==> src/rtl/uart_switcher_pkg.sv <==
// Shared types and idle-level constants for the synchronous UART switcher.
package uart_switcher_pkg;

  typedef enum logic [1:0] {
    ACTIVE = 2'd0,
    DRAIN  = 2'd1,
    SWITCH = 2'd2
  } sw_state_e;

  localparam logic UART_IDLE = 1'b1;
  localparam logic CTS_IDLE  = 1'b0;

endpackage

==> src/rtl/uart_sync_bit.sv <==
// Multi-flop synchroniser for asynchronous inputs, with a configurable reset level.
module uart_sync_bit #(
  parameter int unsigned STAGES  = 2,
  parameter int unsigned WIDTH   = 1,
  parameter logic        RST_VAL = 1'b0
) (
  input  logic             clk_i,
  input  logic             rst_i,
  input  logic [WIDTH-1:0] d_i,
  output logic [WIDTH-1:0] q_o
);

  logic [WIDTH-1:0] stage_q [STAGES];

  always_ff @(posedge clk_i or posedge rst_i) begin
    if (rst_i) begin
      for (int unsigned s = 0; s < STAGES; s++) stage_q[s] <= {WIDTH{RST_VAL}};
    end else begin
      stage_q[0] <= d_i;
      for (int unsigned s = 1; s < STAGES; s++) stage_q[s] <= stage_q[s-1];
    end
  end

  assign q_o = stage_q[STAGES-1];

endmodule

==> src/rtl/uart_switcher_sync.sv <==
// Glitch-free shell<->Piton UART crossbar: a select change waits for an idle link
// (or a timeout), then spends one cycle with every output at its idle level.
module uart_switcher_sync
  import uart_switcher_pkg::*;
#(
  parameter int unsigned PITON_N       = 4,
  parameter int unsigned PITON_N_LOG   = 2,
  parameter int unsigned SYNC_STAGES   = 2,
  parameter int unsigned IDLE_CYCLES   = 1024,
  parameter int unsigned DRAIN_TIMEOUT = 65536
) (
  input  logic                   piton_clk,
  input  logic                   rst,
  input  logic [PITON_N-1:0]     piton_tx,
  output logic [PITON_N-1:0]     piton_rx,
  input  logic                   shell_tx,
  output logic                   shell_rx,
  input  logic [PITON_N-1:0]     piton_rts,
  output logic [PITON_N-1:0]     piton_cts,
  input  logic                   shell_rts,
  output logic                   shell_cts,
  input  logic [PITON_N_LOG-1:0] sw,
  output logic [PITON_N_LOG-1:0] cur_sel,
  output logic                   busy,
  output logic                   forced
);

  localparam int unsigned IDLE_W = $clog2(IDLE_CYCLES + 1);
  localparam int unsigned TO_W   = $clog2(DRAIN_TIMEOUT + 1);

  logic [PITON_N-1:0]     piton_tx_s, piton_rts_s;
  logic                   shell_tx_s, shell_rts_s;
  logic [PITON_N_LOG-1:0] req_s;

  uart_sync_bit #(.STAGES(SYNC_STAGES), .WIDTH(PITON_N_LOG), .RST_VAL(1'b0)) u_sync_sw (
    .clk_i(piton_clk), .rst_i(rst), .d_i(sw), .q_o(req_s));
  uart_sync_bit #(.STAGES(SYNC_STAGES), .WIDTH(1), .RST_VAL(1'b1)) u_sync_shell_tx (
    .clk_i(piton_clk), .rst_i(rst), .d_i(shell_tx), .q_o(shell_tx_s));
  uart_sync_bit #(.STAGES(SYNC_STAGES), .WIDTH(1), .RST_VAL(1'b0)) u_sync_shell_rts (
    .clk_i(piton_clk), .rst_i(rst), .d_i(shell_rts), .q_o(shell_rts_s));

  for (genvar i = 0; i < int'(PITON_N); i++) begin : g_piton_sync
    uart_sync_bit #(.STAGES(SYNC_STAGES), .WIDTH(1), .RST_VAL(1'b1)) u_sync_tx (
      .clk_i(piton_clk), .rst_i(rst), .d_i(piton_tx[i]), .q_o(piton_tx_s[i]));
    uart_sync_bit #(.STAGES(SYNC_STAGES), .WIDTH(1), .RST_VAL(1'b0)) u_sync_rts (
      .clk_i(piton_clk), .rst_i(rst), .d_i(piton_rts[i]), .q_o(piton_rts_s[i]));
  end

  sw_state_e              state_q, state_d;
  logic [PITON_N_LOG-1:0] cur_sel_q, cur_sel_d, tgt_q, tgt_d, req_eff;
  logic [IDLE_W-1:0]      idle_cnt_q, idle_cnt_d, idle_inc;
  logic [TO_W-1:0]        to_cnt_q, to_cnt_d, to_inc;
  logic                   forced_q, forced_d, busy_q, busy_d;
  logic                   req_valid, cur_tx, link_idle, link_on;
  logic                   shell_rx_q, shell_rx_d, shell_cts_q, shell_cts_d;
  logic [PITON_N-1:0]     piton_rx_q, piton_rx_d, piton_cts_q, piton_cts_d;

  // Out-of-range requests fold onto the current channel so they never start a drain.
  always_comb begin
    req_valid = 1'b0;
    cur_tx    = UART_IDLE;
    for (int unsigned i = 0; i < PITON_N; i++) begin
      if (req_s == PITON_N_LOG'(i)) req_valid = 1'b1;
      if (cur_sel_q == PITON_N_LOG'(i)) cur_tx = piton_tx_s[i];
    end
    req_eff   = req_valid ? req_s : cur_sel_q;
    link_idle = shell_tx_s & cur_tx;
    idle_inc  = (idle_cnt_q == IDLE_W'(IDLE_CYCLES)) ? idle_cnt_q : idle_cnt_q + IDLE_W'(1);
    to_inc    = (to_cnt_q == TO_W'(DRAIN_TIMEOUT)) ? to_cnt_q : to_cnt_q + TO_W'(1);
  end

  always_comb begin
    state_d    = state_q;
    cur_sel_d  = cur_sel_q;
    tgt_d      = tgt_q;
    forced_d   = forced_q;
    idle_cnt_d = idle_cnt_q;
    to_cnt_d   = to_cnt_q;
    unique case (state_q)
      ACTIVE: begin
        if (req_eff != cur_sel_q) begin
          state_d    = DRAIN;
          idle_cnt_d = '0;
          to_cnt_d   = '0;
        end
      end
      DRAIN: begin
        idle_cnt_d = link_idle ? idle_inc : '0;
        to_cnt_d   = to_inc;
        if (req_eff == cur_sel_q) begin
          state_d = ACTIVE;
        end else if (link_idle && idle_cnt_q == IDLE_W'(IDLE_CYCLES - 1)) begin
          state_d  = SWITCH;
          tgt_d    = req_eff;
          forced_d = 1'b0;
        end else if (to_cnt_q == TO_W'(DRAIN_TIMEOUT - 1)) begin
          state_d  = SWITCH;
          tgt_d    = req_eff;
          forced_d = 1'b1;
        end
      end
      SWITCH: begin
        cur_sel_d = tgt_q;
        state_d   = ACTIVE;
      end
      default: state_d = ACTIVE;
    endcase
    busy_d = (state_d != ACTIVE);
  end

  // Output mux looks at next state/select so the link registers align with the FSM.
  always_comb begin
    link_on     = (state_d != SWITCH);
    shell_rx_d  = UART_IDLE;
    shell_cts_d = CTS_IDLE;
    piton_rx_d  = {PITON_N{UART_IDLE}};
    piton_cts_d = {PITON_N{CTS_IDLE}};
    for (int unsigned i = 0; i < PITON_N; i++) begin
      if (link_on && cur_sel_d == PITON_N_LOG'(i)) begin
        shell_rx_d     = piton_tx_s[i];
        shell_cts_d    = piton_rts_s[i];
        piton_rx_d[i]  = shell_tx_s;
        piton_cts_d[i] = shell_rts_s;
      end
    end
  end

  always_ff @(posedge piton_clk or posedge rst) begin
    if (rst) begin
      state_q     <= ACTIVE;
      cur_sel_q   <= '0;
      tgt_q       <= '0;
      forced_q    <= 1'b0;
      busy_q      <= 1'b0;
      idle_cnt_q  <= '0;
      to_cnt_q    <= '0;
      shell_rx_q  <= UART_IDLE;
      shell_cts_q <= CTS_IDLE;
      piton_rx_q  <= {PITON_N{UART_IDLE}};
      piton_cts_q <= {PITON_N{CTS_IDLE}};
    end else begin
      state_q     <= state_d;
      cur_sel_q   <= cur_sel_d;
      tgt_q       <= tgt_d;
      forced_q    <= forced_d;
      busy_q      <= busy_d;
      idle_cnt_q  <= idle_cnt_d;
      to_cnt_q    <= to_cnt_d;
      shell_rx_q  <= shell_rx_d;
      shell_cts_q <= shell_cts_d;
      piton_rx_q  <= piton_rx_d;
      piton_cts_q <= piton_cts_d;
    end
  end

  assign shell_rx  = shell_rx_q;
  assign shell_cts = shell_cts_q;
  assign piton_rx  = piton_rx_q;
  assign piton_cts = piton_cts_q;
  assign cur_sel   = cur_sel_q;
  assign busy      = busy_q;
  assign forced    = forced_q;

endmodule

==> config.mk <==
export PLATFORM = sky130hd
export DESIGN_NAME = uart_switcher_sync
export DESIGN_NICKNAME = d
export VERILOG_FILES = /design/src/rtl/uart_switcher_pkg.sv /design/src/rtl/uart_sync_bit.sv /design/src/rtl/uart_switcher_sync.sv
export SDC_FILE = /design/constraint.sdc
export NUM_CORES = 1
export LEC_CHECK = 0
export CAP_MARGIN = 5
export CELL_PAD_IN_SITES_DETAIL_PLACEMENT = 1
export CELL_PAD_IN_SITES_GLOBAL_PLACEMENT = 2
export CORE_MARGIN = 2
export CORE_UTILIZATION = 38
export CTS_CLUSTER_DIAMETER = 100
export DETAILED_ROUTE_END_ITERATION = 7
export GPL_TIMING_DRIVEN = 0
export PLACE_DENSITY_LB_ADDON = 0.1
export SYNTH_ARGS = -nofsm -noshare
export SYNTH_HDL_FRONTEND = slang
export SYNTH_SLANG_ARGS = --single-unit
==> constraint.sdc <==
create_clock -name piton_clk -period 3.02 [get_ports piton_clk]
set_clock_uncertainty 0.2 [all_clocks]
set_input_delay 0.302 -clock piton_clk [delete_from_list [all_inputs] [get_ports piton_clk]]
set_output_delay 0.302 -clock piton_clk [all_outputs]
set_load 0.05 [all_outputs]
==> flow_metrics.py <==
metrics = {
    "global_route": {
        "grt_pass1_vias": 2217,
        "grt_util_all_layers_pct": 16.66,
        "met3_usage_pct": 4.231,
        "antenna_found_initial": 0,
        "grt_pass1_wl_mm": 10.92,
        "overflow": 0,
        "busiest_layer": "met2",
        "grt_max_degree": 71,
        "gr-usage-met1_pct": 21.21,
        "grtUsageMet2_pct": 28.04,
    },
    "die": {
        "io-pin-count": 28,
        "initial_core_util_pct": 38.85,
        "die_area_um2": 8585,
        "die_h_um": 92.66,
        "row_count": 32,
        "die_w_um": 92.66,
        "core_area_um2": 7687,
    },
    "clock_tree": {
        "post_cts_resized": 0,
        "cts_hold_buf": 0,
        "cts_num_sinks": 70,
        "clk_latency_ps": 350,
        "cts_root_buffer": "clkbuf_8",
        "htree_levels": 3,
        "path_clk_slew_ps": 90,
        "cts_tree": "yes",
        "cts_buffer_depth": 2,
        "cts_post_setup_buffers_inserted": 0,
        "cts_buffers": 9,
    },
    "critical_path": {
        "end_kind": "flip-flop",
        "start_kind": "flip-flop",
        "path_buf_inv": 1,
        "cp_slowest_cell": "o31ai_1",
        "r2r-end": "idle_cnt_q[8]$_DFFE_PP0P_",
        "cp_top_family": "compound AO/OA/AOI/OAI gates",
        "cp_max_fo": 7,
        "rrSetupSlack_ps": 490,
        "arrival_ps": 2620,
        "critical_path_required_ps": 3100,
        "slowest_delay_ps": 880,
        "path_class": "flip-flop to flip-flop",
        "r2r_start": "idle_cnt_q[0]$_DFFE_PP0P_",
        "crit_chain": "inv_1 > ha_1 > nor4b_1 > nand4b_1 > o31ai_1 > a21oi_1 > o21ai_1",
        "reg2reg_depth": 7,
    },
    "placement": {
        "placed_area_um2": 3387,
        "gp_congestion": 0.7404,
        "port-buffer-count": 27,
        "dp_slack_ps": 461.8,
        "hpwl_mm": 4.561,
    },
    "logic_synthesis": {
        "yosysMostFrequentCell": "dfrtp_1",
        "synthDistinctLibCells": 49,
        "ys_warn_count": 0,
        "syn_inst": 262,
        "synth_common_cells": "dfrtp_1, nand2_1, nor2_1",
        "ys.flop_type": "dfrtp_1",
        "synth_area_per_cell_um2": 11.40,
        "synth-seq-cells": 70,
        "syn_nets": 281,
        "synth_area_um2": 2987,
        "ys_seq_area_share_pct": 59.28,
        "async_reset_ff_share_pct": 100.0,
        "yosysTopAreaCellShare_pct": 46.08,
        "synth-edff-count": 0,
        "synthTopCellsByArea": "dfrtp_1, dfstp_2, xor2_1",
        "synth.largest_area_cell": "dfrtp_1",
    },
    "finish": {
        "area_growth_pct": 19.65,
        "drive_gt1_share_pct": 15.74,
        "final_nets": 319,
        "num-fill-cells": 857,
        "design_area_um2": 3573,
        "diodes": 0,
    },
    "min_path": {
        "min_path_cells": 1,
        "min_delay_worst_endpoint": "g_piton_sync[2].u_sync_tx.stage_q[1]$_DFF_PP1_",
        "hold_path_startpoint": "piton_tx[2]",
        "hp-class": "primary input to flip-flop",
    },
    "sta": {
        "rsz0062_at_grt": "false",
        "finalSetupViolCount": 0,
        "final_max_slew_viol_count": 0,
        "fmax_mhz": 394.5,
        "worst_hold_slack_ps": 152.2,
        "slew_headroom_pct": 32.48,
        "final_hold_viol_count": 0,
        "min_period_ps": 2535,
        "setup_ws_ps": 485.3,
        "worst_slew_pin_slew_ps": 1004,
        "post-route-period-util_pct": 83.93,
    },
    "route": {
        "dr.pass1.iters": 4,
        "drt-initial-drc-count": 44,
        "via_count": 2072,
        "drc": 0,
        "wire_per_inst_um": 15.83,
        "ant_nets": 0,
        "vias_per_cell": 5.091,
        "drt_wl_total_mm": 6.444,
    },
    "pwr": {
        "leakagePower_nw": 1.491,
        "vdd_ir_drop_max_mv": 0.3069,
        "powerDensity_nw_per_um2": 530.2,
    },
    "run_status": {
        "outcome": "finished, final reports clean",
    },
    "flow_run": {
        "cap_violations": 0,
    },
}
-- routing by layer --
metal  vias up  routed length, um  share of wire (%)
met2        17               3320                 52
li1        997                  -                  -
met3         6                126                2.0
met1      1052               2940                 46
met5         -                  0                  0
met4         0                 57               0.88
-- metrics by stage --
stage                     setup TNS (ps)  util, %  instances  total power, W
after CTS                              0    46.48        407        0.001925
after global routing                   0    46.48        407        0.001985
after floorplan                        0        -        262        0.001143
final                                  0    46.48        407        0.001895
after global placement            -24240    44.03        391        0.001201
after detailed placement               0    44.06        391        0.001209
-- state kept, by name, indices dropped and copies added, names as in the netlist, 2 cells and up --
name                             flops
to_cnt_q                            17
idle_cnt_q                          11
g_piton_sync.u_sync_rts.q_o          4
g_piton_sync.u_sync_rts.stage_q      4
g_piton_sync.u_sync_tx.q_o           4
g_piton_sync.u_sync_tx.stage_q       4
piton_cts                            4
piton_rx                             4
cur_sel                              2
state_q                              2
tgt_q                                2
u_sync_sw.q_o                        2
u_sync_sw.stage_q                    2
-- cell usage in the layout (no fill, tap or decap), drive strengths merged, types with 5 or more instances in the layout --
cell type       n
nor3            6
inv            17
clkbuf         11
nor4            6
dfrtp          55
and3            5
nor2           20
nand3          12
or4             6
o21ai          12
nand2          24
xor2           14
nand4           9
ha              5
clkdlybuf4s50  27
a21oi           8
dfstp          15
-- cell families after synthesis --
group,count (synthesis),synth area share (%)
and+or+nand+nor,105,18.43
DFF,70,59.28
AOI/OAI and AO/OA,38,8.798
buffers and inverters,19,2.765
xor gates and xnor gates,18,5.781
muxes,7,2.849
adders and majority gates,5,2.095
-- worst reg2reg max path, stage by stage, from the launching register on --
cell and delay [ps]:
dfrtp_1 430, inv_1 110, ha_1 150, nor4b_1 240, nand4b_1 190, o31ai_1 880
a21oi_1 100, o21ai_1 170
-- area by class of cell --
| class | count | area [um2] | share of cell area [%] |
|---|---|---|---|
| Clock buffer | 9 | 123.9 | 3.466 |
| Tap cell | 102 | 127.6 | 3.571 |
| Inverter | 13 | 51.30 | 1.436 |
| Timing Repair Buffer | 27 | 270.3 | 7.563 |
| Sequential cell | 70 | 1770 | 49.54 |
| Multi-Input combinational cell | 173 | 1134 | 31.72 |
| Clock inverter | 7 | 62.56 | 1.751 |
| Buffer | 6 | 33.78 | 0.9454 |
-- power by group --
group          switching [W]  internal, W  leakage [nW]
registers          0.0000431     0.000989         0.875
logic              0.0000885    0.0000660         0.530
clock network       0.000393     0.000315        0.0863
-- how the worst max path moves through the flow --
stage / from / to / slack [ps] / cells past startpoint
3_5_place_dp: idle_cnt_q[0]$_DFFE_PP0P_ / idle_cnt_q[8]$_DFFE_PP0P_ / 460 / 7
3_3_place_gp: rst / to_cnt_q[4]$_DFFE_PP0P_ / -440 / 2
5_1_grt: idle_cnt_q[0]$_DFFE_PP0P_ / idle_cnt_q[4]$_DFFE_PP0P_ / 200 / 7
4_1_cts: idle_cnt_q[0]$_DFFE_PP0P_ / idle_cnt_q[8]$_DFFE_PP0P_ / 430 / 7
2_1_floorplan: cur_sel[0]$_DFF_PP0_ / piton_rx[3]$_DFF_PP1_ / 730 / 6
6_report: idle_cnt_q[0]$_DFFE_PP0P_ / idle_cnt_q[8]$_DFFE_PP0P_ / 490 / 7
No activity file was read; power rests on OpenSTA's default activity.
